==> config.mk <==
export PLATFORM = sky130hd
export DESIGN_NAME = addsub_arbiter
export DESIGN_NICKNAME = d
export VERILOG_FILES = /design/src/rtl/addsub_pkg.sv /design/src/rtl/addsub_rr_arb.sv /design/src/rtl/addsub_arbiter.sv
export SDC_FILE = /design/constraint.sdc
export NUM_CORES = 1
export LEC_CHECK = 0
export ABC_AREA = 1
export CAP_MARGIN = 20
export CORE_MARGIN = 1.5
export CORE_UTILIZATION = 35
export DETAILED_ROUTE_END_ITERATION = 10
export GPL_TIMING_DRIVEN = 0
export PLACE_DENSITY = 0.66
export SLEW_MARGIN = 40
export SYNTH_ARGS = -nofsm -noshare
export SYNTH_HDL_FRONTEND = slang
export SYNTH_SLANG_ARGS = --single-unit
==> constraint.sdc <==
create_clock -name clk -period 4.6 [get_ports clk]
set_input_delay 1.38 -clock clk [delete_from_list [all_inputs] [get_ports clk]]
set_output_delay 1.38 -clock clk [all_outputs]
set_load 0.1 [all_outputs]
==> src/rtl/addsub_pkg.sv <==
// rtl/addsub_pkg.sv - state encoding and opcodes shared by the addsub_arbiter slice
package addsub_pkg;

    typedef enum logic [1:0] {
        IDLE = 2'd0,
        EXEC = 2'd1,
        RESP = 2'd2
    } state_t;

    localparam logic OP_ADD = 1'b0;
    localparam logic OP_SUB = 1'b1;

endpackage

==> src/rtl/addsub_rr_arb.sv <==
// rtl/addsub_rr_arb.sv - one-hot winner select; round-robin under ADDSUB_ARB_RR_EN, else fixed priority
module addsub_rr_arb #(
    parameter int N_REQ = 4,
    parameter int PW    = 2
) (
    input  logic [N_REQ-1:0] req,
`ifdef ADDSUB_ARB_RR_EN
    input  logic [PW-1:0]    ptr,
`endif
    output logic [N_REQ-1:0] win
);

`ifdef ADDSUB_ARB_RR_EN
    logic          found;
    logic [PW-1:0] idx;

    // Search begins one past the last winner so the previous winner is considered last.
    always_comb begin
        win   = '0;
        found = 1'b0;
        idx   = '0;
        for (int i = 1; i <= N_REQ; i++) begin
            idx = PW'((int'(ptr) + i) % N_REQ);
            if (!found && req[idx]) begin
                win[idx] = 1'b1;
                found    = 1'b1;
            end
        end
    end
`else
    logic found;

    always_comb begin
        win   = '0;
        found = 1'b0;
        for (int i = 0; i < N_REQ; i++) begin
            if (!found && req[i]) begin
                win[i] = 1'b1;
                found  = 1'b1;
            end
        end
    end
`endif

endmodule

==> src/rtl/addsub_arbiter.sv <==
// rtl/addsub_arbiter.sv - shares one add/subtract unit among N_REQ requesters; ADDSUB_ARB_RR_EN selects round-robin
module addsub_arbiter
    import addsub_pkg::*;
#(
    parameter int N_REQ = 4,
    parameter int DW    = 8
) (
    input  logic                clk,
    input  logic                rst,
    input  logic [N_REQ-1:0]    req,
    input  logic [N_REQ-1:0]    op,
    input  logic [N_REQ*DW-1:0] a_flat,
    input  logic [N_REQ*DW-1:0] b_flat,
    output logic [N_REQ-1:0]    gnt,
    output logic [N_REQ-1:0]    done,
    output logic [DW:0]         result,
    output logic                busy
);

    localparam int PW = (N_REQ > 1) ? $clog2(N_REQ) : 1;

    state_t           state, next_state;
    logic [N_REQ-1:0] win;
    logic [DW-1:0]    a_sel, b_sel, a_q, b_q;
    logic             op_sel, op_q;

`ifdef ADDSUB_ARB_RR_EN
    logic [PW-1:0] ptr, gnt_idx;

    addsub_rr_arb #(.N_REQ(N_REQ), .PW(PW)) u_arb (
        .req (req),
        .ptr (ptr),
        .win (win)
    );

    always_comb begin
        gnt_idx = '0;
        for (int i = 0; i < N_REQ; i++) begin
            if (gnt[i]) gnt_idx = PW'(i);
        end
    end

    always_ff @(posedge clk or posedge rst) begin
        if (rst)                ptr <= PW'(N_REQ - 1);
        else if (state == RESP) ptr <= gnt_idx;
    end
`else
    addsub_rr_arb #(.N_REQ(N_REQ), .PW(PW)) u_arb (
        .req (req),
        .win (win)
    );
`endif

    always_comb begin
        a_sel  = '0;
        b_sel  = '0;
        op_sel = OP_ADD;
        for (int i = 0; i < N_REQ; i++) begin
            if (win[i]) begin
                a_sel  = a_flat[i*DW +: DW];
                b_sel  = b_flat[i*DW +: DW];
                op_sel = op[i];
            end
        end
    end

    always_ff @(posedge clk or posedge rst) begin
        if (rst) state <= IDLE;
        else     state <= next_state;
    end

    always_comb begin
        next_state = state;
        case (state)
            IDLE:    if (|req) next_state = EXEC;
            EXEC:    next_state = RESP;
            RESP:    next_state = IDLE;
            default: next_state = IDLE;
        endcase
    end

    // done is registered on the RESP->IDLE edge, so it lands in the cycle whose
    // closing edge is the next arbitration point; dropping req then avoids a regrant.
    always_ff @(posedge clk or posedge rst) begin
        if (rst) begin
            gnt    <= '0;
            done   <= '0;
            result <= '0;
            a_q    <= '0;
            b_q    <= '0;
            op_q   <= OP_ADD;
        end else begin
            done <= '0;
            case (state)
                IDLE: if (|req) begin
                    gnt  <= win;
                    a_q  <= a_sel;
                    b_q  <= b_sel;
                    op_q <= op_sel;
                end
                EXEC: begin
                    // The extra MSB of a DW+1 wide difference is exactly the borrow.
                    case (op_q)
                        OP_SUB:  result <= {1'b0, a_q} - {1'b0, b_q};
                        default: result <= {1'b0, a_q} + {1'b0, b_q};
                    endcase
                end
                RESP: begin
                    done <= gnt;
                    gnt  <= '0;
                end
                default: ;
            endcase
        end
    end

    assign busy = (state != IDLE);

endmodule

Yosys cells after proc, flatten, opt, wreduce, memory -nomap -nowiden --
Cells that the tools add are included. W data, S select, Z words.
Storage, ports and cells: bits in registers 36, bits of input ports 74, output and inout bits 18, logic and storage cells 48
Cells by class: $add $sub $neg 2, eq/ne operators 3, multiplexer cells 24, reduce and logical (&&, ||, !) cells 12
Operators by type and width (count):
- $mux W8 | 8
- $mux W1 | 10
- $add A8 B8 Y9 | 1
- $mux W9 | 1
- $sub A8 B8 Y9 | 1
- $mux W4 | 2
- $pmux W4 S2 | 1
- $pmux W2 S2 | 1
- $reduce_and A2 Y1 | 2
- $reduce_bool A2 Y1 | 2
- $reduce_or A4 Y1 | 1
- $logic_and A1 B1 Y1 | 3
- $logic_not A1 Y1 | 3
- $eq A2 B1 Y1 const B | 1
- $eq A2 B2 Y1 const B | 1
- $logic_not A2 Y1 | 1
- $mux W2 | 1
- $ne A2 B2 Y1 const B | 1

Longest topological paths before layout --
depth in word-level cells 12, depth in mapped cells 16, mapped depth without buffers 16

By module --
From an unflattened synthesis, not the netlist that was laid out.
Unflattened totals: cell total of the unflattened synthesis 339, area, all modules 2504.9 um^2
By module, submodules not included:
- addsub_arbiter | instances 1, cells each 330, area each 2467.4 um^2, sequential area each 900.9 um^2
- addsub_rr_arb | instances 1, cells each 9, area each 37.5 um^2, sequential area each 0.0 um^2

Worst setup path after synthesis --
Ideal clock, no wire load.
path type reg2out, from reg state[1], to out busy, arrival 1.020 ns, required time 3.220 ns, slack 2.200 ns, stages on the path, launching flop included 3, cells stage by stage dfrtp_1 nor2_1 inv_1
On the way: cells in the longest elaborated chain, start to end 1
Ends and longest elaborated chain:
- start, declared | RTL line addsub_arbiter.sv:22 | state_t state, next_state;
- start signal, assigned | RTL line addsub_arbiter.sv:69 | else state <= next_state;
- $reduce_bool A2 Y1 | RTL line addsub_arbiter.sv:117 | assign busy = (state != IDLE);
- end, declared | RTL line addsub_arbiter.sv:17 | output logic busy
Every way passes these cells.

Worst setup path after layout --
Ends and elaborated chain as after synthesis.

==> results.json <==
{
  "synth_compound_area_share_pct": 17.72,
  "row_count": 30,
  "ys_ff_latch": 36,
  "grt_overflow": 0,
  "numPortBuffers": 91,
  "relSlewSlack_pct": 59.26,
  "clock-root-buffer": "clkbuf_8",
  "max-vdd-ir-drop_uv": 213.0,
  "cts_tree": "yes",
  "die_y_um": 86.07,
  "clockBufferDepth": 2,
  "intPower_w": 0.001178,
  "synth-simple-area-share_pct": 28.81,
  "die_x_um": 86.07,
  "post_drt_wl_per_cell_um": 12.25,
  "drive_gt1_share_pct": 14.22,
  "switchingPower_w": 0.001423,
  "power.share.switching_pct": 54.70,
  "antenna_found_initial": 0,
  "dr.pass1.iters": 6,
  "setup_viol": 0,
  "clock-sinks": 36,
  "final_common_cell": "nand2_1",
  "grt_max_degree": 37,
  "maxCapViolCount": 0,
  "seq_area_frac_synth_pct": 37.31,
  "core_area_mm2": 0.006719,
  "grt_pass1_vias": 2306,
  "antenna_cells": 0,
  "drt_iter0_markers": 79,
  "final-hold-violation-count": 0,
  "crit_type": "flop to output port",
  "tns_ns": 0,
  "fin_crit_sh_pct": 57.83,
  "cts_resized": 0,
  "crit_path_max_fanout": 3,
  "endpoint_kind": "output port",
  "muxShareOfSynthArea_pct": 0,
  "holdWs_ns": 0.4715,
  "ios": 92,
  "insertion_delay_ns": 0.29,
  "synth_nets": 414,
  "leakagePower_nw": 1.696,
  "synth_cell_types": 25,
  "post_cts_buffers": 0,
  "avgSynthCellArea_um2": 7.318,
  "hp-class": "flop to flop",
  "synth_area_mm2": 0.002415,
  "power_frac_clock_pct": 10.6,
  "yosysWarnings": 0,
  "gp_congestion": 0.8270,
  "p_per_area_mw_per_mm2": 754.9,
  "ant_nets": 0,
  "synthXorXnorAreaFrac_pct": 1.451,
  "ctsHoldBuffers": 0,
  "synth_adder_area_share_pct": 5.492,
  "grt_pass1_wl_mm": 10.49,
  "worstMarginPinSlew_ns": 0.6104,
  "avgViaCountPerCell": 4.752,
  "gr-usage-all-layers_pct": 17.71,
  "combPwrFrac_pct": 68.1,
  "critPathRequiredTime_ns": 3.22,
  "dp_cells": 501,
  "finalCriticalPeriod_ns": 2.660,
  "route.detailed.drc": 0,
  "drv_slew": 0,
  "final_net_count": 512,
  "final_cells": 509,
  "initial_utilization_pct": 35.94,
  "area_delta_synth_final_pct": 42.64,
  "clk_pin_slew_worst_paths_ns": 0.07,
  "routed_wirelength_mm": 6.233,
  "syn_inst": 330,
  "vias": 2419,
  "fillers": 677,
  "start_kind": "flop",
  "clock_skew_ns": 0.006117,
  "most-common-layout-cells": "nand2_1 (93), clkdlybuf4s50_1 (73), inv_1 (37)",
  "rsz0062_at_grt": "false",
  "dieArea_mm2": 0.007407,
  "p_seq_share_pct": 21.3,
  "status": "complete, no violations",
  "htree_levels": 2,
  "cts_buffers": 5,
  "timing.fmax_ghz": 0.3759,
  "hpwl_mm": 5.111,
  "cp.arrival_ns": 1.28,
  "synth_top_family_by_area": "simple AND/OR/NAND/NOR gates"
}
[metal layers]
| layer | share of wire, % | up-vias | GRT usage, % |
|---|---|---|---|
| li1 | - | 1269 | - |
| met1 | 44 | 1072 | 21.73 |
| met2 | 48 | 73 | 31.28 |
| met4 | 0.91 | 0 | 4.399 |
| met3 | 6.4 | 5 | 4.139 |
| met5 | 0 | - | 0 |
[Yosys cell counts]
cell | count | share of area, %
nor3_4 | 1 | 0.67
nor2_4 | 1 | 0.47
dfrtp_1 | 36 | 37
or2_2 | 2 | 0.52
nor2_1 | 27 | 4.2
buf_2 | 7 | 1.5
fa_1 | 1 | 0.83
buf_8 | 1 | 0.62
a22oi_2 | 1 | 0.52
nand3_1 | 34 | 7.0
a22oi_1 | 8 | 2.5
xor2_1 | 4 | 1.5
nor2_2 | 1 | 0.26
buf_6 | 2 | 0.93
o22ai_1 | 1 | 0.26
inv_2 | 1 | 0.16
clkbuf_1 | 1 | 0.16
a21oi_2 | 17 | 6.2
nand3b_1 | 3 | 0.93
o21ai_0 | 11 | 2.3
ha_1 | 9 | 4.7
nand2_1 | 93 | 14
a21oi_1 | 29 | 6.0
inv_1 | 38 | 5.9
nand2_2 | 1 | 0.26
[power by group through the flow]
stage                     Sequential, W  Clock, W  Combinational, W
after global routing           0.000570  0.000294           0.00198
final                          0.000554  0.000276           0.00177
after global placement         0.000556         0           0.00180
after detailed placement       0.000560         0           0.00177
after floorplan                0.000948         0           0.00103
after CTS                      0.000555  0.000280           0.00178
[worst max-delay path, cell delays in order, from the launching register on]
cell and delay, ns:
dfrtp_1 0.41, nor2_1 0.23, inv_1 0.06, buf_2 0.29
[cell type report]
| cell class | instances | area (um2) | area share, % |
|---|---|---|---|
| plain buffers | 11 | 76.32 | 2.216 |
| clock buffers | 6 | 72.57 | 2.107 |
| clock inverters | 2 | 35.03 | 1.017 |
| inverters | 39 | 147.6 | 4.286 |
| multi-input cells | 244 | 1291 | 37.49 |
| flip-flops and latches | 36 | 900.9 | 26.15 |
| well taps | 80 | 100.1 | 2.906 |
| repair buffers | 91 | 820.8 | 23.83 |
[registers in the layout, indices dropped and copies added, names as in the netlist]
name and flops:
a_q 8, b_q 8, done 4, gnt 4
op_q 1, result 9, state 2
[cells by family (layout without fill, tap and decap cells)]
kind of cell | after synthesis | after routing
AOI/OAI and AO/OA | 67 | 67
xor gates and xnor gates | 4 | 4
adders and majority gates | 10 | 10
buffers and inverters | 50 | 149
DFF | 36 | 36
and+or+nand+nor | 163 | 163
[stage by stage]
step	instance area [um2]	power, W	util, %	worst slack, ns
floorplan	2415	0.001974	-	2.200
global placement	3426	0.002359	50.99	1.579
detailed placement	3336	0.002334	49.65	1.678
CTS	3443	0.002615	51.25	1.922
global route	3445	0.002848	51.27	1.865
finish	3445	0.002600	51.27	1.940
[final timing paths]
| check | start | to | slack [ns] | cells after the start |
|---|---|---|---|---|
| setup / recovery | state[1] | busy | 1.94 | 3 |
| hold / removal | result[5] | result[5] | 0.47 | 2 |
| setup reg to reg | b_q[2] | result[8] | 2.46 | 15 |
| hold reg to reg | result[5] | result[5] | 0.47 | 2 |
| max in group asynchronous | rst | result[8] | 2.75 | 2 |
| min in group asynchronous | rst | done[3] | 1.46 | 2 |
Power figures use the tool's default switching activity.
